**config.mk**
```make
export PLATFORM = sky130hd
export DESIGN_NAME = v_lane_writeback
export DESIGN_NICKNAME = d
export VERILOG_FILES = /design/src/rtl/v_lane_writeback.sv
export SDC_FILE = /design/constraint.sdc
export NUM_CORES = 1
export LEC_CHECK = 0
export ABC_AREA = 1
export CAP_MARGIN = 10
export CORE_AREA = 5 5 448 450
export DETAILED_ROUTE_END_ITERATION = 8
export DIE_AREA = 0 0 453 455
export SYNTH_ARGS = -nofsm -noshare
export SYNTH_HDL_FRONTEND = slang
export SYNTH_SLANG_ARGS = --single-unit
```
**constraint.sdc**
```tcl
create_clock -name clk -period 55.8 [get_ports clk]
set_clock_uncertainty 0.1 [all_clocks]
set_input_delay 11.16 -clock clk [delete_from_list [all_inputs] [get_ports clk]]
set_output_delay 11.16 -clock clk [all_outputs]
set_load 0.01 [all_outputs]
```
**src/rtl/v_lane_writeback.sv**
```systemverilog
// Vector lane writeback: snapshots ALU/MUL result groups on completion edges and
// streams them into the VRF one 128-bit register per cycle, with ALU priority.
module v_lane_writeback #(
  parameter int DATA_W = 128
) (
  input  logic              clk,
  input  logic              rst,
  input  logic              done_valu,
  input  logic              done_vmul,
  input  logic [DATA_W-1:0] result_valu_1,
  input  logic [DATA_W-1:0] result_valu_2,
  input  logic [DATA_W-1:0] result_valu_3,
  input  logic [DATA_W-1:0] result_valu_4,
  input  logic [DATA_W-1:0] result_vmul_1,
  input  logic [DATA_W-1:0] result_vmul_2,
  input  logic [DATA_W-1:0] result_vmul_3,
  input  logic [DATA_W-1:0] result_vmul_4,
  input  logic [2:0]        lmul,
  input  logic [4:0]        vd,
  output logic              vrf_we,
  output logic [4:0]        vrf_waddr,
  output logic [DATA_W-1:0] vrf_wdata,
  output logic              busy,
  output logic              wb_done,
  output logic              ovf_err
);

  typedef enum logic [1:0] {S_IDLE, S_WB_ALU, S_WB_MUL} state_t;

  state_t            r_state;
  logic [1:0]        r_k;
  logic              r_prev_valu;
  logic              r_prev_vmul;
  logic              r_alu_pend;
  logic              r_mul_pend;
  logic              r_ovf;
  logic [DATA_W-1:0] r_alu_data [4];
  logic [DATA_W-1:0] r_mul_data [4];
  logic [4:0]        r_alu_vd;
  logic [4:0]        r_mul_vd;
  logic [1:0]        r_alu_last;
  logic [1:0]        r_mul_last;

  logic              w_ev_alu;
  logic              w_ev_mul;
  logic              w_cap_alu;
  logic              w_cap_mul;

  // Group size is stored as the index of the final beat so k compares directly.
  function automatic logic [1:0] last_beat(input logic [2:0] m);
    case (m)
      3'b001:  last_beat = 2'd1;
      3'b010:  last_beat = 2'd3;
      default: last_beat = 2'd0;
    endcase
  endfunction

  assign w_ev_alu  = done_valu & ~r_prev_valu;
  assign w_ev_mul  = done_vmul & ~r_prev_vmul;
  assign w_cap_alu = w_ev_alu & ~r_alu_pend & ~rst;
  assign w_cap_mul = w_ev_mul & ~r_mul_pend & ~rst;

  // Slot payload: loaded only on an accepted capture, never reset.
  always_ff @(posedge clk) begin
    if (w_cap_alu) begin
      r_alu_data[0] <= result_valu_1;
      r_alu_data[1] <= result_valu_2;
      r_alu_data[2] <= result_valu_3;
      r_alu_data[3] <= result_valu_4;
      r_alu_vd      <= vd;
      r_alu_last    <= last_beat(lmul);
    end
    if (w_cap_mul) begin
      r_mul_data[0] <= result_vmul_1;
      r_mul_data[1] <= result_vmul_2;
      r_mul_data[2] <= result_vmul_3;
      r_mul_data[3] <= result_vmul_4;
      r_mul_vd      <= vd;
      r_mul_last    <= last_beat(lmul);
    end
  end

  // Control: edge detect, pend flags, overrun flag and writeback FSM.
  always_ff @(posedge clk) begin
    if (rst) begin
      r_state     <= S_IDLE;
      r_k         <= 2'd0;
      r_prev_valu <= 1'b0;
      r_prev_vmul <= 1'b0;
      r_alu_pend  <= 1'b0;
      r_mul_pend  <= 1'b0;
      r_ovf       <= 1'b0;
    end else begin
      r_prev_valu <= done_valu;
      r_prev_vmul <= done_vmul;
      // Set and clear of a pend flag are mutually exclusive: set needs pend=0.
      if (w_ev_alu) begin
        if (r_alu_pend) r_ovf <= 1'b1;
        else            r_alu_pend <= 1'b1;
      end
      if (w_ev_mul) begin
        if (r_mul_pend) r_ovf <= 1'b1;
        else            r_mul_pend <= 1'b1;
      end
      case (r_state)
        S_IDLE: begin
          r_k <= 2'd0;
          if (r_alu_pend)      r_state <= S_WB_ALU;
          else if (r_mul_pend) r_state <= S_WB_MUL;
        end
        S_WB_ALU: begin
          if (r_k == r_alu_last) begin
            r_alu_pend <= 1'b0;
            r_k        <= 2'd0;
            r_state    <= r_mul_pend ? S_WB_MUL : S_IDLE;
          end else begin
            r_k <= r_k + 2'd1;
          end
        end
        S_WB_MUL: begin
          if (r_k == r_mul_last) begin
            r_mul_pend <= 1'b0;
            r_k        <= 2'd0;
            r_state    <= S_IDLE;
          end else begin
            r_k <= r_k + 2'd1;
          end
        end
        default: begin
          r_state <= S_IDLE;
          r_k     <= 2'd0;
        end
      endcase
    end
  end

  always_comb begin
    vrf_we    = 1'b0;
    vrf_waddr = 5'd0;
    vrf_wdata = '0;
    wb_done   = 1'b0;
    case (r_state)
      S_WB_ALU: begin
        vrf_we    = 1'b1;
        vrf_waddr = r_alu_vd + {3'b000, r_k};
        vrf_wdata = r_alu_data[r_k];
        wb_done   = (r_k == r_alu_last);
      end
      S_WB_MUL: begin
        vrf_we    = 1'b1;
        vrf_waddr = r_mul_vd + {3'b000, r_k};
        vrf_wdata = r_mul_data[r_k];
        wb_done   = (r_k == r_mul_last);
      end
      default: ;
    endcase
  end

  assign busy    = r_alu_pend | r_mul_pend;
  assign ovf_err = r_ovf;

endmodule

```
# Word-level counts from Yosys, hierarchy flattened
# Memories as Yosys holds them, arrays and structs flattened. A register that Yosys moved wholly into a read port is not among the register bits.
# Cells that the tools add are included.
# op_classes
addsub	3
multipliers	0
n_div	0
magnitude_cmp	0
eq_ne	9
n_shift	0
n_mux	30
bitwise	12
n_reduce_logical	3
# op_table
cell	n
128-bit case mux with 2 select lines	1
2-bit 2-to-1 mux	9
1-bit 2-to-1 mux	15
5-bit by 2-bit adder with 5-bit output	2
5-bit case mux with 2 select lines	1
2-bit case mux with 2 select lines	2
1-bit AND	6
2-bit case mux with 3 select lines	1
1-bit NOT	5
2-bit == test	2
2-bit != test (second input constant)	2
3-bit by 1-bit == test with 1-bit output (second input constant)	1
3-bit by 2-bit == test with 1-bit output (second input constant)	1
3-bit != test (second input constant)	1
3-bit AND reduction	1
2-bit by 1-bit adder with 2-bit output (second input constant)	1
2-bit by 1-bit == test with 1-bit output (second input constant)	1
2-bit == test (second input constant)	1
2-bit zero test	1
1-bit case mux with 2 select lines	1
2-bit OR reduction	1
1-bit OR	1
# totals
regBits	23
latch_bits	0
mem_bits_rw	1024
rom_bits	0
in_bits	1036
output_inout_bits	137
wordCells	70
mem_count	2
# mem_list
memory	depth	word_bits	rd	rd_ports_with_merged_regs	wr	line_no	rtl
r_alu_data	4	128	1	1	4	37	logic [DATA_W-1:0] r_alu_data [4];
r_mul_data	4	128	1	1	4	38	logic [DATA_W-1:0] r_mul_data [4];

# Longest topological paths before layout
# depth
word_depth	6
ltp_mapped	13
ltp_nobuf	11

# Worst setup path before layout
# OpenSTA, ideal clock, no wires.
# synth_path
kind	input port to flip-flop
from	input rst
to	memory r_alu_data[0][0] (enable)
arrival_time_ps	46481
path_slack_ps	7181
path_stages	2
n_path_buf	1
cell_sequence	clkbuf_1 > nor3_1
# synth_rtl
item	line_no	rtl
start: declaration	7	input logic rst,
end: declaration	37	

==> impl_metrics.json <==
{
  "syn_nets": 4076,
  "core-area_sq_um": 196000,
  "post_cts_buffers": 0,
  "required_ns": 44.54,
  "path_buf_inv": 4,
  "postCtsHoldBufs": 0,
  "grt_use_total_pct": 16.3,
  "vias": 30663,
  "max_stage_delay_ns": 0.83,
  "syn_area_sq_um": 40700,
  "grt_pass1_wl_microns": 236000,
  "clockRootBuffer": "clkbuf_16",
  "antenna_found_initial": 82,
  "fin_crit_ns": 16.56,
  "power_frac_seq_pct": 44.7,
  "worstPathCellList": "clkinv_16 > buf_4 > buf_4 > o21ai_0 > o22ai_1 > nand2_1 > a21oi_1 > clkdlybuf4s50_1",
  "seq_area_frac_synth_pct": 77.1,
  "drt_iter0_drc": 3841,
  "syn_inst": 3034,
  "utilization_pct": 30.0,
  "grt_max_degree": 240,
  "drt-vias-per-instance": 4.42,
  "cts_buffer_depth": 3,
  "drc": 0,
  "first_global_vias": 29694,
  "irDropWorstVdd_v": 0.0000253,
  "maxSlewViolCount": 62,
  "cpMostUsedCell": "buf_4",
  "swShare_pct": 27.5,
  "worst_slew_pin_slew_ns": 1.62,
  "cts.htree.levels": 3,
  "p_switching_w": 0.000562,
  "yosys_register_bits": 1047,
  "wire_per_inst_microns": 25.8,
  "timing.setup.tns_ns": 0,
  "final_cell_mix": "clkdlybuf4s50_1, edfxtp_1, nor2_1",
  "critPathArrivalTime_ns": 5.30,
  "postRouteAntennaNets": 0,
  "crit_fanout": 239,
  "path_delay_family": "buffers and inverters",
  "start_util_pct": 20.7,
  "status": "finished with violations",
  "yosys_warnings": 0,
  "dp_slack_ns": 39.53,
  "cts_tree": "yes",
  "die_area_sq_um": 206000,
  "p_comb_share_pct": 17.0,
  "fin_crit_sh_pct": 29.7,
  "hpwl_microns": 130000,
  "rsz0062_at_grt": "no",
  "ctsResizeCount": 0,
  "dr.pass1.iters": 6,
  "area_growth_pct": 45.0,
  "final_common_cell": "clkdlybuf4s50_1",
  "port_buffers": 1172,
  "cp-start-kind": "flop",
  "power_density_nw_per_um2": 34.6,
  "min_path_type": "reg -> reg",
  "p_clk_share_pct": 38.3,
  "fmax_ghz": 0.0604,
  "die_y_microns": 455,
  "rows": 163,
  "synth_area_per_cell_sq_um": 13.4,
  "setup_viol": 0,
  "crit_slowest_cell": "buf_4",
  "place_congestion": 0.947,
  "cellInternalPower_w": 0.00148,
  "io_pins": 1173,
  "timing.final.ws_setup_ns": 39.24,
  "endpoint_kind": "output pin",
  "synth_cell_types": 28,
  "leakagePower_nw": 19.1,
  "clkTransAtPathRegs_ns": 0.06,
  "die_w_microns": 453,
  "max-slew-margin-rel_pct": -8.18,
  "finalHoldViolations": 0,
  "maxCapViolations": 0,
  "nets": 5188,
  "numCtsBuffers": 116,
  "violations": "max-slew violations",
  "drive_above_1_share_pct": 4.97,
  "clk_latency_ns": 0.76,
  "wl_microns": 179000,
  "cts.sinks": 1047,
  "overflow": 0,
  "critPathKind": "reg -> out"
}
-- per-layer routing --
| metal | global-route usage [%] | up-vias | share of wire [%] |
|---|---|---|---|
| met5 | 0 | - | 0.068 |
| met4 | 7.70 | 20 | 3.3 |
| met3 | 4.29 | 293 | 8.6 |
| met2 | 27.3 | 1529 | 50 |
| met1 | 19.6 | 15284 | 38 |
| li1 | - | 13537 | - |
-- kinds of logic after synthesis --
| kind of cell | Yosys count | synth area share [%] |
|---|---|---|
| AOI/OAI and AO/OA | 911 | 12.0 |
| xor gates and xnor gates | 1 | 0.0215 |
| adders and majority gates | 6 | 0.203 |
| buffers and inverters | 238 | 2.95 |
| DFF | 1047 | 77.1 |
| and+or+nand+nor | 831 | 7.73 |
-- cell type report --
class	instances	area [sq um]
multi-input combinational	1749	8150
sequential	1047	31400
tap	2640	3300
timing repair buffer	1208	12000
inverter	24	129
clock buffer	146	3040
fill	19950	137000
clock inverter	72	787
antenna	59	148
-- cell usage after synthesis --
cell / n / area, sq um
a21oi_1: 136 / 681
dfxtp_1: 9 / 180
buf_6: 11 / 124
o21ai_1: 106 / 531
clkbuf_1: 81 / 304
nand3b_1: 1 / 7.51
edfxtp_1: 1038 / 31200
clkbuf_2: 32 / 160
buf_2: 53 / 265
or2_2: 3 / 18.8
o21ai_0: 411 / 2060
inv_1: 22 / 82.6
clkbuf_4: 1 / 7.51
buf_4: 28 / 210
o22ai_1: 256 / 1600
fa_1: 1 / 20.0
ha_1: 5 / 62.6
nand2_1: 298 / 1120
a22oi_1: 1 / 7.51
nor3_1: 2 / 10.0
buf_1: 8 / 30.0
nor2_1: 521 / 1960
xnor2_1: 1 / 8.76
inv_6: 1 / 8.76
nand3_1: 5 / 25.0
inv_4: 1 / 6.26
o31ai_1: 1 / 7.51
nand4_1: 1 / 6.26
-- final timing paths --
| path | slack (ns) | depth (start not counted) | start | endpoint |
|---|---|---|---|---|
| hold reg to reg | 0.39 | 2 | ovf_err$_SDFF_PP0_ | ovf_err$_SDFF_PP0_ |
| hold / removal | 0.39 | 2 | ovf_err$_SDFF_PP0_ | ovf_err$_SDFF_PP0_ |
| setup reg to reg | 51.15 | 5 | r_prev_valu$_SDFF_PP0_ | r_alu_data[0][125]$_DFFE_PP_ |
| setup / recovery | 39.24 | 8 | r_k[0]$_SDFF_PP0_ | vrf_wdata[122] |
-- flip-flops by register name, indices dropped and copies added, names as in the netlist, 2 cells and up --
register and count:
r_alu_data 512, r_alu_last 2, r_alu_vd 5, r_k 2
r_mul_data 512, r_mul_last 2, r_mul_vd 5, r_state 2
-- tightest hold or removal path: cells and delay by family, from the launching register on --
family | cells | cell delay, ns
buffers and inverters | 1 | 0.05
flip-flops | 1 | 0.33
AO/OA/AOI/OAI | 1 | 0.08
-- power groups by stage --
stage          clock, W  combinational (W)  sequential [W]
3_5_place_dp          0           0.000351        0.000930
5_1_grt        0.000837           0.000370        0.000916
2_1_floorplan         0           0.000141        0.000969
3_3_place_gp          0           0.000350        0.000930
6_report       0.000782           0.000347        0.000914
4_1_cts        0.000805           0.000353        0.000914
-- stage by stage --
step	hold WS, ns	power (W)	instances	area [sq um]
finish	0.388	0.00204	6945	59000
detailed placement	0.374	0.00128	6668	55000
floorplan	0.358	0.00111	3034	40700
CTS	0.394	0.00207	6886	58800
global placement	0.361	0.00128	6668	55000
global route	0.412	0.00212	6936	58900
No activity file was read; power rests on OpenSTA's default activity.
